$ cat config.mk
export PLATFORM = sky130hd
export DESIGN_NAME = serial_comparator
export DESIGN_NICKNAME = d
export VERILOG_FILES = /design/src/rtl/serial_cmp_pkg.sv /design/src/rtl/lsb_compare_cell.sv /design/src/rtl/serial_comparator.sv
export SDC_FILE = /design/constraint.sdc
export NUM_CORES = 1
export LEC_CHECK = 0
export BUFFER_PORTS_ARGS = -buffer_cell sky130_fd_sc_hd__buf_2
export CORE_ASPECT_RATIO = 0.9
export CORE_MARGIN = 3
export CORE_UTILIZATION = 30
export DETAILED_ROUTE_END_ITERATION = 7
export GPL_ROUTABILITY_DRIVEN = 1
export MAX_ROUTING_LAYER = met4
export SYNTH_ARGS = -nofsm -noshare
export SYNTH_HDL_FRONTEND = slang
export SYNTH_SLANG_ARGS = --single-unit
export TNS_END_PERCENT = 10
$ cat constraint.sdc
create_clock -name clk -period 4 [get_ports clk]
set_input_delay 0.6 -clock clk [delete_from_list [all_inputs] [get_ports clk]]
set_output_delay 0.6 -clock clk [all_outputs]
set_load 0.005 [all_outputs]
$ cat src/rtl/serial_cmp_pkg.sv
// rtl/serial_cmp_pkg.sv - shared types and constants for the serial comparator
//
// Purpose : FSM state encoding and bit-counter width shared by the
//           serial_comparator top and its test bench.
// Contents: state_e  - IDLE / SHIFT / DONE
//           CNT_W    - bit-counter width, wide enough to hold WIDTH up to 32
package serial_cmp_pkg;

  typedef enum logic [1:0] {
    IDLE  = 2'd0,
    SHIFT = 2'd1,
    DONE  = 2'd2
  } state_e;

  // Counter must reach WIDTH itself (it saturates there), so 32 needs 6 bits.
  localparam int CNT_W = 6;

endpackage

$ cat src/rtl/lsb_compare_cell.sv
// rtl/lsb_compare_cell.sv - one-bit LSB-first magnitude/equality update
//
// Purpose : combinational step of the serial compare. A later (more
//           significant) bit overrides the running gt result unless the
//           two bits are equal, in which case the lower-bit verdict stands.
// Ports   : xi, yi       - current bit of each operand
//           gt_in, eq_in - accumulated result from the lower bits
//           msb_signed   - this is the sign bit of a two's-complement compare
//           gt_out       - updated "x > y" verdict
//           eq_out       - updated "x == y" verdict
module lsb_compare_cell (
  input  logic xi,
  input  logic yi,
  input  logic gt_in,
  input  logic eq_in,
  input  logic msb_signed,
  output logic gt_out,
  output logic eq_out
);

  logic same;
  logic bit_gt;

  assign same = xi ~^ yi;

  // A set sign bit means negative, so at the sign position the sense inverts.
  assign bit_gt = msb_signed ? (~xi & yi) : (xi & ~yi);

  assign gt_out = bit_gt | (same & gt_in);
  assign eq_out = eq_in & same;

endmodule

$ cat src/rtl/serial_comparator.sv
// rtl/serial_comparator.sv - bit-serial x/y magnitude comparator
//
// Purpose : captures x and y on an accepted start, walks them LSB-first one
//           bit per clock, and reports x > y / x == y with a one-cycle done.
// Ports   : clk   - clock, rising edge
//           rst   - asynchronous active-high reset
//           start - compare request, honoured only in IDLE
//           x, y  - WIDTH-bit operands, sampled only at acceptance
//           busy  - high while bits are being processed
//           done  - one-cycle pulse when o_gt / o_eq are fresh
//           o_gt  - x > y
//           o_eq  - x == y
// Config  : define SERIAL_CMP_SIGNED_EN for a two's-complement compare;
//           the default build compares unsigned.
module serial_comparator #(
  parameter int WIDTH = 4
) (
  input  logic             clk,
  input  logic             rst,
  input  logic             start,
  input  logic [WIDTH-1:0] x,
  input  logic [WIDTH-1:0] y,
  output logic             busy,
  output logic             done,
  output logic             o_gt,
  output logic             o_eq
);

  import serial_cmp_pkg::*;

  localparam logic [CNT_W-1:0] CNT_LAST = CNT_W'(WIDTH - 1);
  localparam logic [CNT_W-1:0] CNT_MAX  = CNT_W'(WIDTH);

  state_e             state_q;
  logic [WIDTH-1:0]   x_sh_q;
  logic [WIDTH-1:0]   y_sh_q;
  logic [CNT_W-1:0]   cnt_q;
  logic [CNT_W-1:0]   cnt_d;
  logic               gt_acc_q;
  logic               eq_acc_q;
  logic               gt_acc_d;
  logic               eq_acc_d;
  logic               last_bit;
  logic               msb_signed;

  assign last_bit = (cnt_q == CNT_LAST);
  assign cnt_d    = (cnt_q == CNT_MAX) ? cnt_q : cnt_q + 1'b1;

`ifdef SERIAL_CMP_SIGNED_EN
  assign msb_signed = last_bit;
`else
  assign msb_signed = 1'b0;
`endif

  lsb_compare_cell u_cell (
    .xi         (x_sh_q[0]),
    .yi         (y_sh_q[0]),
    .gt_in      (gt_acc_q),
    .eq_in      (eq_acc_q),
    .msb_signed (msb_signed),
    .gt_out     (gt_acc_d),
    .eq_out     (eq_acc_d)
  );

  always_ff @(posedge clk or posedge rst) begin
    if (rst) begin
      state_q  <= IDLE;
      x_sh_q   <= '0;
      y_sh_q   <= '0;
      cnt_q    <= '0;
      gt_acc_q <= 1'b0;
      eq_acc_q <= 1'b0;
      busy     <= 1'b0;
      done     <= 1'b0;
      o_gt     <= 1'b0;
      o_eq     <= 1'b0;
    end else begin
      case (state_q)
        IDLE: begin
          done <= 1'b0;
          if (start) begin
            x_sh_q   <= x;
            y_sh_q   <= y;
            cnt_q    <= '0;
            gt_acc_q <= 1'b0;
            eq_acc_q <= 1'b1;
            busy     <= 1'b1;
            state_q  <= SHIFT;
          end
        end
        SHIFT: begin
          gt_acc_q <= gt_acc_d;
          eq_acc_q <= eq_acc_d;
          x_sh_q   <= x_sh_q >> 1;
          y_sh_q   <= y_sh_q >> 1;
          cnt_q    <= cnt_d;
          // Results are taken from the cell directly so the last bit's
          // update lands in o_gt/o_eq on the same edge that enters DONE.
          if (last_bit) begin
            busy    <= 1'b0;
            done    <= 1'b1;
            o_gt    <= gt_acc_d;
            o_eq    <= eq_acc_d;
            state_q <= DONE;
          end
        end
        DONE: begin
          done    <= 1'b0;
          state_q <= IDLE;
        end
        default: begin
          busy    <= 1'b0;
          done    <= 1'b0;
          state_q <= IDLE;
        end
      endcase
    end
  end

endmodule
Word level (Yosys, flattened, before mapping)
Index checks and enable logic that the tools add are counted.
- add/sub/neg operators: 1
- multiply operators: 0
- div/mod/pow operators: 0
- $lt $le $gt $ge: 0
- eq/ne operators: 7
- shift operators: 0
- muxes and demuxes: 18
- bitwise operators: 7
- reduce and logical (&&, ||, !) cells: 7
- operators with widths (kind ; number):
    $pmux W4 S2 ; 2
    $mux W6 ; 2
    $pmux W6 S2 ; 1
    $mux W4 ; 2
    $add A6 B1 Y6 const B ; 1
    $eq A6 B2 Y1 const B ; 1
    $eq A6 B3 Y1 const B ; 1
    $ne A2 B2 Y1 const B ; 3
    $reduce_and A2 Y1 ; 3
    $reduce_and A3 Y1 ; 2
    $mux W1 ; 5
    $mux W2 ; 2
    $pmux W1 S2 ; 2
    $pmux W2 S2 ; 1
    $and A1 B1 Y1 ; 3
    $pmux W1 S3 ; 1
    $eq A2 B1 Y1 const B ; 1
    $eq A2 B2 Y1 const B ; 1
    $logic_not A2 Y1 ; 1
    $not A1 Y1 ; 2
    $reduce_bool A2 Y1 ; 1
    $or A1 B1 Y1 ; 1
    $xnor A1 B1 Y1 ; 1
- bits in registers: 22
- bits in latches: 0
- bits in writable memories: 0
- memory bits (read-only): 0
- output and inout port bits: 4
- logic and storage cells: 50
- memories: 0

Longest topological paths before layout
Gate-level depths: netlist of run 1.
- depth in word-level cells: 4
- depth in mapped cells: 5

Cells and area by module
Synthesis of run 1 repeated with hierarchy kept, for this count alone.
- cell total of the unflattened synthesis: 107
- area, all modules: 1096.1 sq um
- by module, submodules not included (module ; times used ; cells an instance ; area each (sq um)):
    serial_comparator ; 1 ; 100 ; 1041.0
    lsb_compare_cell ; 1 ; 7 ; 55.1

Worst setup path before layout of run 1
Ideal clock, no wire load.
- kind: input -> register
- start: in start
- end: reg cnt_q[3]
- setup time: 120 ps
- arrival time: 1279 ps
- data required time: 3880 ps
- setup slack: 2601 ps
- stages on the path: 3
- buffers on the path: 0
- cells stage by stage: or3b_1 > o211a_1 > a31o_2
- cells in the longest elaborated chain, start to end: 2
- ends and longest elaborated chain (element ; line ; text):
    start: declaration ; serial_comparator.sv:20 ; input logic start,
    $ne A2 B2 Y1 (no source line) ; - ;
    $reduce_and A3 Y1 (no source line) ; - ;
    end signal: assignment ; serial_comparator.sv:96 ; cnt_q <= cnt_d;
    end: declaration ; serial_comparator.sv:37 ; logic [CNT_W-1:0] cnt_q;
No other way between the ends.
A chain may end at the register's enable or synchronous reset.

Worst setup path after layout of run 1
- start: reg state_q[0]
- end: reg cnt_q[5]
- cells in the longest elaborated chain, start to end: 3
- elaborated cells between the ends (all ways): 7
- classes of those cells: 3 x eq/ne; 1 x mux; 3 x reduce/logical
- ends and longest elaborated chain (element ; line ; text):
    start: declaration ; serial_comparator.sv:34 ; state_e state_q;
    start signal: assignment ; serial_comparator.sv:67 ; state_q <= IDLE;
    start signal: assignment ; serial_comparator.sv:88 ; state_q <= SHIFT;
    start signal: assignment ; serial_comparator.sv:104 ; state_q <= DONE;
    $eq A2 B1 Y1 / $logic_not A2 Y1 (equally long branches) ; serial_comparator.sv:78 ; case (state_q)
    $ne A2 B2 Y1 (no source line) / $reduce_bool A2 Y1 (equally long branches) ; - ;
    $reduce_and A3 Y1 (no source line) ; - ;
Several ways; a longest one is shown, not always the timed one.

==> results.ini, run 1 <==
[sta]
slew-limit-headroom_pct=43.2
worst-slew-pin-transition_ns=0.851
fin_ws_ns=2.10
max_freq_mhz=526
hold_violations=0
fin_crit_ns=1.90
rsz0062_at_grt=no
finalClockSkew_ns=0.00207
finalSetupTns_ns=0
slew_violations=0
fin_crit_sh_pct=47.5
setup_viol_count_final=0

[routing]
drtIter0Drc=44
drt.antenna.violating_nets=0
drt_wl_total_mm=2.16
detail_route.first_pass.iterations=4
vias_per_cell=4.95
wl_per_cell_um=13.0
drc=0
vias=826

[placement]
dp_cells=163
dpl.hpwl_mm=1.56
io_buffers=14
gp_congestion=0.754
pre_cts_ws_ns=2.12

[grt]
grt_pass1_vias=842
overflow=0
grt_usage_pct=11.7
grt_max_degree=24
antenna_found_initial=0
grt_pass1_wl_mm=4.03

[power]
ir_drop_mv=0.182
total_power_mw=0.878
power_density_nw_per_um2=700
p_leak_nw=0.615

[die]
die_area_sq_um=4390
rows=20
fp.dieH_um=63.2
start_util_pct=31.8
io_pins=15
fp.dieW_um=69.5
core_sq_um=3430

[critical_path]
crit_arrival_ns=2.09
max_stage_delay_ns=0.75
critPathTopFamily=flip-flops
path_class=reg2reg
path_cells=o21bai_2, or4_1, a21oi_1
slowest_stage=dfrtp_1
worstPathMaxFanout=23
r2r_cells=3
worstPathRequired_ns=4.19
r2r_start=state_q[0]$_DFFE_PP0P_
r2r_setup_slack_ns=2.10
critPathBufInv=0
startpoint_type=flip-flop
rr_endpoint=cnt_q[5]$_DFFE_PP0P_
crit_path_end_kind=flip-flop

[yosys]
ys_seq_area_share_pct=50.5
synthCells=109
synth-edff-count=0
yosysWarnings=0
yosys_register_bits=22
synthFlopType=dfrtp_1
synthArstFlopShare_pct=100
synth_cell_type_count=33
syn_area_per_cell_sq_um=10.0
mappedNetlistArea_sq_um=1090
synth.net_count=123

[cells_and_area]
diodes=0
synthToLayoutAreaGrowth_pct=15.0
drive_gt1_share_pct=17.9
n_fill_cell=345
final_cells=167
final_util_pct=36.6
fin_nets=138

[run]
maxCapViolations=0

[cts]
cts_htree_levels=1
cts_resized=0
clock-sinks=22
clock_latency_ns=0.26
clockBufferDepth=2
clk_pin_slew_ns=0.08
cts_tree=done
clockRootBuffer=clkbuf_8
cts-buffers-inserted=3
hold_buffers=0
postCtsSetupBuffers=0

[worst_hold_path]
hold_path.class=reg2reg
hp-start=y_sh_q[2]$_DFFE_PP0P_
min_path_cells=2
hold_end=y_sh_q[2]$_DFFE_PP0P_

[status]
outcome=finished, final reports clean

-- cell usage in the layout, fill, tap and decap left out, drive strengths merged, types with 2 or more instances in the layout --
cell / synthesis / routed
inv: 9 / 9
nor2: 3 / 3
buf: 1 / 14
nand2: 8 / 8
nand3: 3 / 3
o21ai: 11 / 11
a22o: 5 / 5
mux2i: 2 / 2
ha: 3 / 3
dfrtp: 22 / 22
clkbuf: 3 / 4
a31oi: 2 / 2
and3b: 7 / 7
a21oi: 10 / 10
nor2b: 2 / 2
-- kinds of logic (layout without fill, tap and decap cells) --
family / after synthesis / in the layout / share of synthesized area, %
mux: 3 / 3 / 2.87
buf+inv: 13 / 27 / 4.59
compound gates: 36 / 36 / 21.1
fa+ha+maj: 3 / 3 / 3.44
simple gates: 32 / 32 / 17.5
flops: 22 / 22 / 50.5
-- worst register-to-register path, delay by kind of cell, from the launching register on --
family / cells / cell delay [ns]
flops: 1 / 0.75
compound gates: 2 / 0.50
simple gates: 1 / 0.58
-- metrics by stage --
step | area (sq um) | hold slack [ns]
3_3_place_gp | 1200 | 0.470
2_1_floorplan | 1090 | 0.450
4_1_cts | 1250 | 0.489
6_report | 1250 | 0.489
3_5_place_dp | 1200 | 0.470
5_1_grt | 1250 | 0.514
-- registers in the layout (all words and copies together) (netlist names), 2 cells and up --
name / flops
x_sh_q: 4
state_q: 2
cnt_q: 6
y_sh_q: 4
-- cell type report --
type	count	area, sq um	area share [%]
Inverter	9	33.8	2.69
Sequential cell	22	551	43.9
Timing Repair Buffer	14	70.1	5.59
Tap cell	44	55.1	4.39
Multi-Input combinational cell	74	489	39.0
Clock buffer	4	55.1	4.39
-- power by group --
| part | leakage (nW) | switching, mW | internal, mW |
|---|---|---|---|
| logic | 0.306 | 0.167 | 0.153 |
| registers | 0.281 | 0.0930 | 0.309 |
| clock network | 0.0288 | 0.0690 | 0.0877 |
| total | 0.615 | 0.329 | 0.549 |
-- layer usage --
metal,vias up,GRT usage (%),share of wire [%]
li1,419,-,-
met1,393,16.3,50
met2,10,16.5,45
met3,4,3.83,3.7
met4,0,2.20,0.83
met5,-,-,0
-- cell usage after synthesis (2+ instances only) --
library cell,n,share of area [%]
dfrtp_1,22,51
o21ai_0,11,5.1
a21oi_1,10,4.6
inv_1,9,3.1
nand2_1,8,2.8
and3b_1,7,5.6
a22o_1,5,4.0
clkbuf_1,3,1.0
ha_1,3,3.4
nand3_1,3,1.4
nor2_1,3,1.0
a31oi_1,2,1.1
mux2i_1,2,1.8
nor2b_1,2,1.1
-- worst max path at each step --
stage	start	endpoint	cells after the start
after floorplan	start	cnt_q[3]$_DFFE_PP0P_	3
after CTS	state_q[0]$_DFFE_PP0P_	cnt_q[5]$_DFFE_PP0P_	3
after detailed placement	state_q[0]$_DFFE_PP0P_	cnt_q[5]$_DFFE_PP0P_	3
final	state_q[0]$_DFFE_PP0P_	cnt_q[5]$_DFFE_PP0P_	3
after global routing	state_q[0]$_DFFE_PP0P_	cnt_q[5]$_DFFE_PP0P_	3
after global placement	state_q[0]$_DFFE_PP0P_	cnt_q[5]$_DFFE_PP0P_	3
Note: power is estimated with default switching activity, not from simulation.
==> inputs of run 2 (changes only) <==
==> constraint.sdc (replaced) <==
create_clock -name clk -period 1.55 [get_ports clk]
set_input_delay 0.2325 -clock clk [delete_from_list [all_inputs] [get_ports clk]]
set_output_delay 0.2325 -clock clk [all_outputs]
set_load 0.005 [all_outputs]
==> results.ini, run 2 (synthesis gave the netlist of run 1 again) <==
[cells_and_area]
final_cell_mix=22 x dfrtp_1, 14 x buf_2, 11 x o21ai_0, 11 x buf_4, 10 x a21oi_1
largest_reg_flops=6  ; unchanged
synthToLayoutAreaGrowth_pct=22.6
diodes=0  ; unchanged
largestRegisters=cnt_q x6, x_sh_q x4, y_sh_q x4
fin_nets=149  ; +8.0%
final_common_cell=dfrtp_1
top_register=cnt_q
drive_gt1_share_pct=24.6  ; +6.7 points

[cts]
postCtsSetupBuffers=0  ; unchanged
hold_buffers=0  ; unchanged
cts_resized=0  ; unchanged
clockBufferDepth=2  ; unchanged
cts_htree_levels=1  ; unchanged
clock_latency_ns=0.26  ; about the same
cts_tree=done
clockRootBuffer=clkbuf_8
clock-sinks=22  ; unchanged
cts-buffers-inserted=3  ; unchanged
clk_pin_slew_ns=0.08  ; about the same

[power]
ir_drop_mv=0.625  ; +240%
power_density_nw_per_um2=1840  ; +160%
p_leak_nw=0.670  ; +8.8%

[routing]
drt.antenna.violating_nets=0  ; unchanged
detail_route.first_pass.iterations=4  ; unchanged
wl_per_cell_um=12.8  ; -1.5%
drt_wl_total_mm=2.27  ; +5.0%
vias_per_cell=4.93  ; -0.27%
vias=878  ; +6.3%
drtIter0Drc=54  ; +23%
drc=0  ; unchanged

[status]
outcome=finished, violations left
violations=negative hold slack

[sta]
hold_violations=15  ; +15
worst-slew-pin-transition_ns=0.297  ; -0.554 ns
fin_crit_sh_pct=94.3  ; +47 points
fin_crit_ns=1.46  ; -0.440 ns
slew-limit-headroom_pct=80.0  ; +37 points
rsz0062_at_grt=no
slew_violations=0  ; unchanged
max_freq_mhz=685  ; +30%
finalSetupTns_ns=0  ; unchanged
whs_ns=-0.00644  ; -0.495 ns
setup_viol_count_final=0  ; unchanged
finalClockSkew_ns=0.00216  ; +0.0000931 ns

[critical_path]
r2r_start=cnt_q[4]$_DFFE_PP0P_
path_class=reg2reg
worstPathRequired_ns=1.71  ; -2.48 ns
r2r_cells=3  ; unchanged
startpoint_type=flip-flop
rr_endpoint=cnt_q[3]$_DFFE_PP0P_
worstPathMaxFanout=6  ; -74%
r2r_setup_slack_ns=0.09  ; -2.01 ns
crit_path_end_kind=flip-flop
crit_arrival_ns=1.62  ; -0.47 ns

[die]
rows=20  ; unchanged
core_sq_um=3430  ; unchanged
fp.dieW_um=69.5  ; unchanged
die_area_sq_um=4390  ; unchanged
fp.dieH_um=63.2  ; unchanged
start_util_pct=31.8  ; unchanged
io_pins=15  ; unchanged

[grt]
antenna_found_initial=0  ; unchanged
grt_max_degree=23  ; -4.2%
grt_usage_pct=12.0  ; +0.32 points
grt_pass1_vias=893  ; +6.1%
grt_pass1_wl_mm=4.20  ; +4.1%
overflow=0  ; unchanged

[placement]
gp_congestion=0.770  ; +2.1%
io_buffers=14  ; unchanged
dpl.hpwl_mm=1.75  ; +12%

[worst_hold_path]
hold_path.class=in2async

[run]
maxCapViolations=0  ; unchanged

[run 2: cell count changes in the layout (fill, tap and decap cells not counted), sizes merged]
cell and change:
buf +11
[run 2: area by class of cell]
cell class | count | area (sq um)
Clock buffer | 4 | 55.1
Tap cell | 44 | 55.1
Inverter | 9 | 33.8
Timing Repair Buffer | 25 | 153
Fill cell | 346 | 2090
Multi-Input combinational cell | 74 | 489
Sequential cell | 22 | 551
[run 2: per-layer routing]
metal	up-vias	track usage [%]	part of all wire, %
li1	443	-	-
met1	421	15.3	49
met5	-	-	0
met4	0	2.20	0.66
met2	12	19.0	48
met3	2	3.51	3.1
[run 2: report_power, final]
part           internal [mW]  leakage, nW  switching [mW]
combinational          0.538        0.361           0.522
sequential             0.798        0.281           0.191
clock                  0.226       0.0288           0.182
[run 2: metrics by stage]
step	util (%)	cells	total power [mW]	worst slack, ns	area (sq um)
global route	39.0	178	2.70	0.0250	1340
global placement	37.4	174	2.02	0.140	1280
CTS	39.0	178	2.48	0.0873	1340
finish	39.0	178	2.46	0.0891	1340
detailed placement	37.4	174	2.06	0.101	1280
floorplan	-	109	1.65	0.168	1090
[run 2: critical path, stage by stage (launching register included)]
cell and delay [ns]:
dfrtp_1 0.43, or3_1 0.40, or2_2 0.32, a31o_2 0.20
[run 2: how the worst max path moves through the flow]
stage,start,endpoint,slack (ns),depth (start not counted)
6_report,cnt_q[4]$_DFFE_PP0P_,cnt_q[3]$_DFFE_PP0P_,0.09,3
3_3_place_gp,cnt_q[4]$_DFFE_PP0P_,cnt_q[3]$_DFFE_PP0P_,0.14,3
3_5_place_dp,cnt_q[4]$_DFFE_PP0P_,cnt_q[3]$_DFFE_PP0P_,0.10,3
5_1_grt,cnt_q[2]$_DFFE_PP0P_,cnt_q[5]$_DFFE_PP0P_,0.03,3
2_1_floorplan,cnt_q[4]$_DFFE_PP0P_,cnt_q[3]$_DFFE_PP0P_,0.17,3
4_1_cts,cnt_q[4]$_DFFE_PP0P_,cnt_q[3]$_DFFE_PP0P_,0.09,3
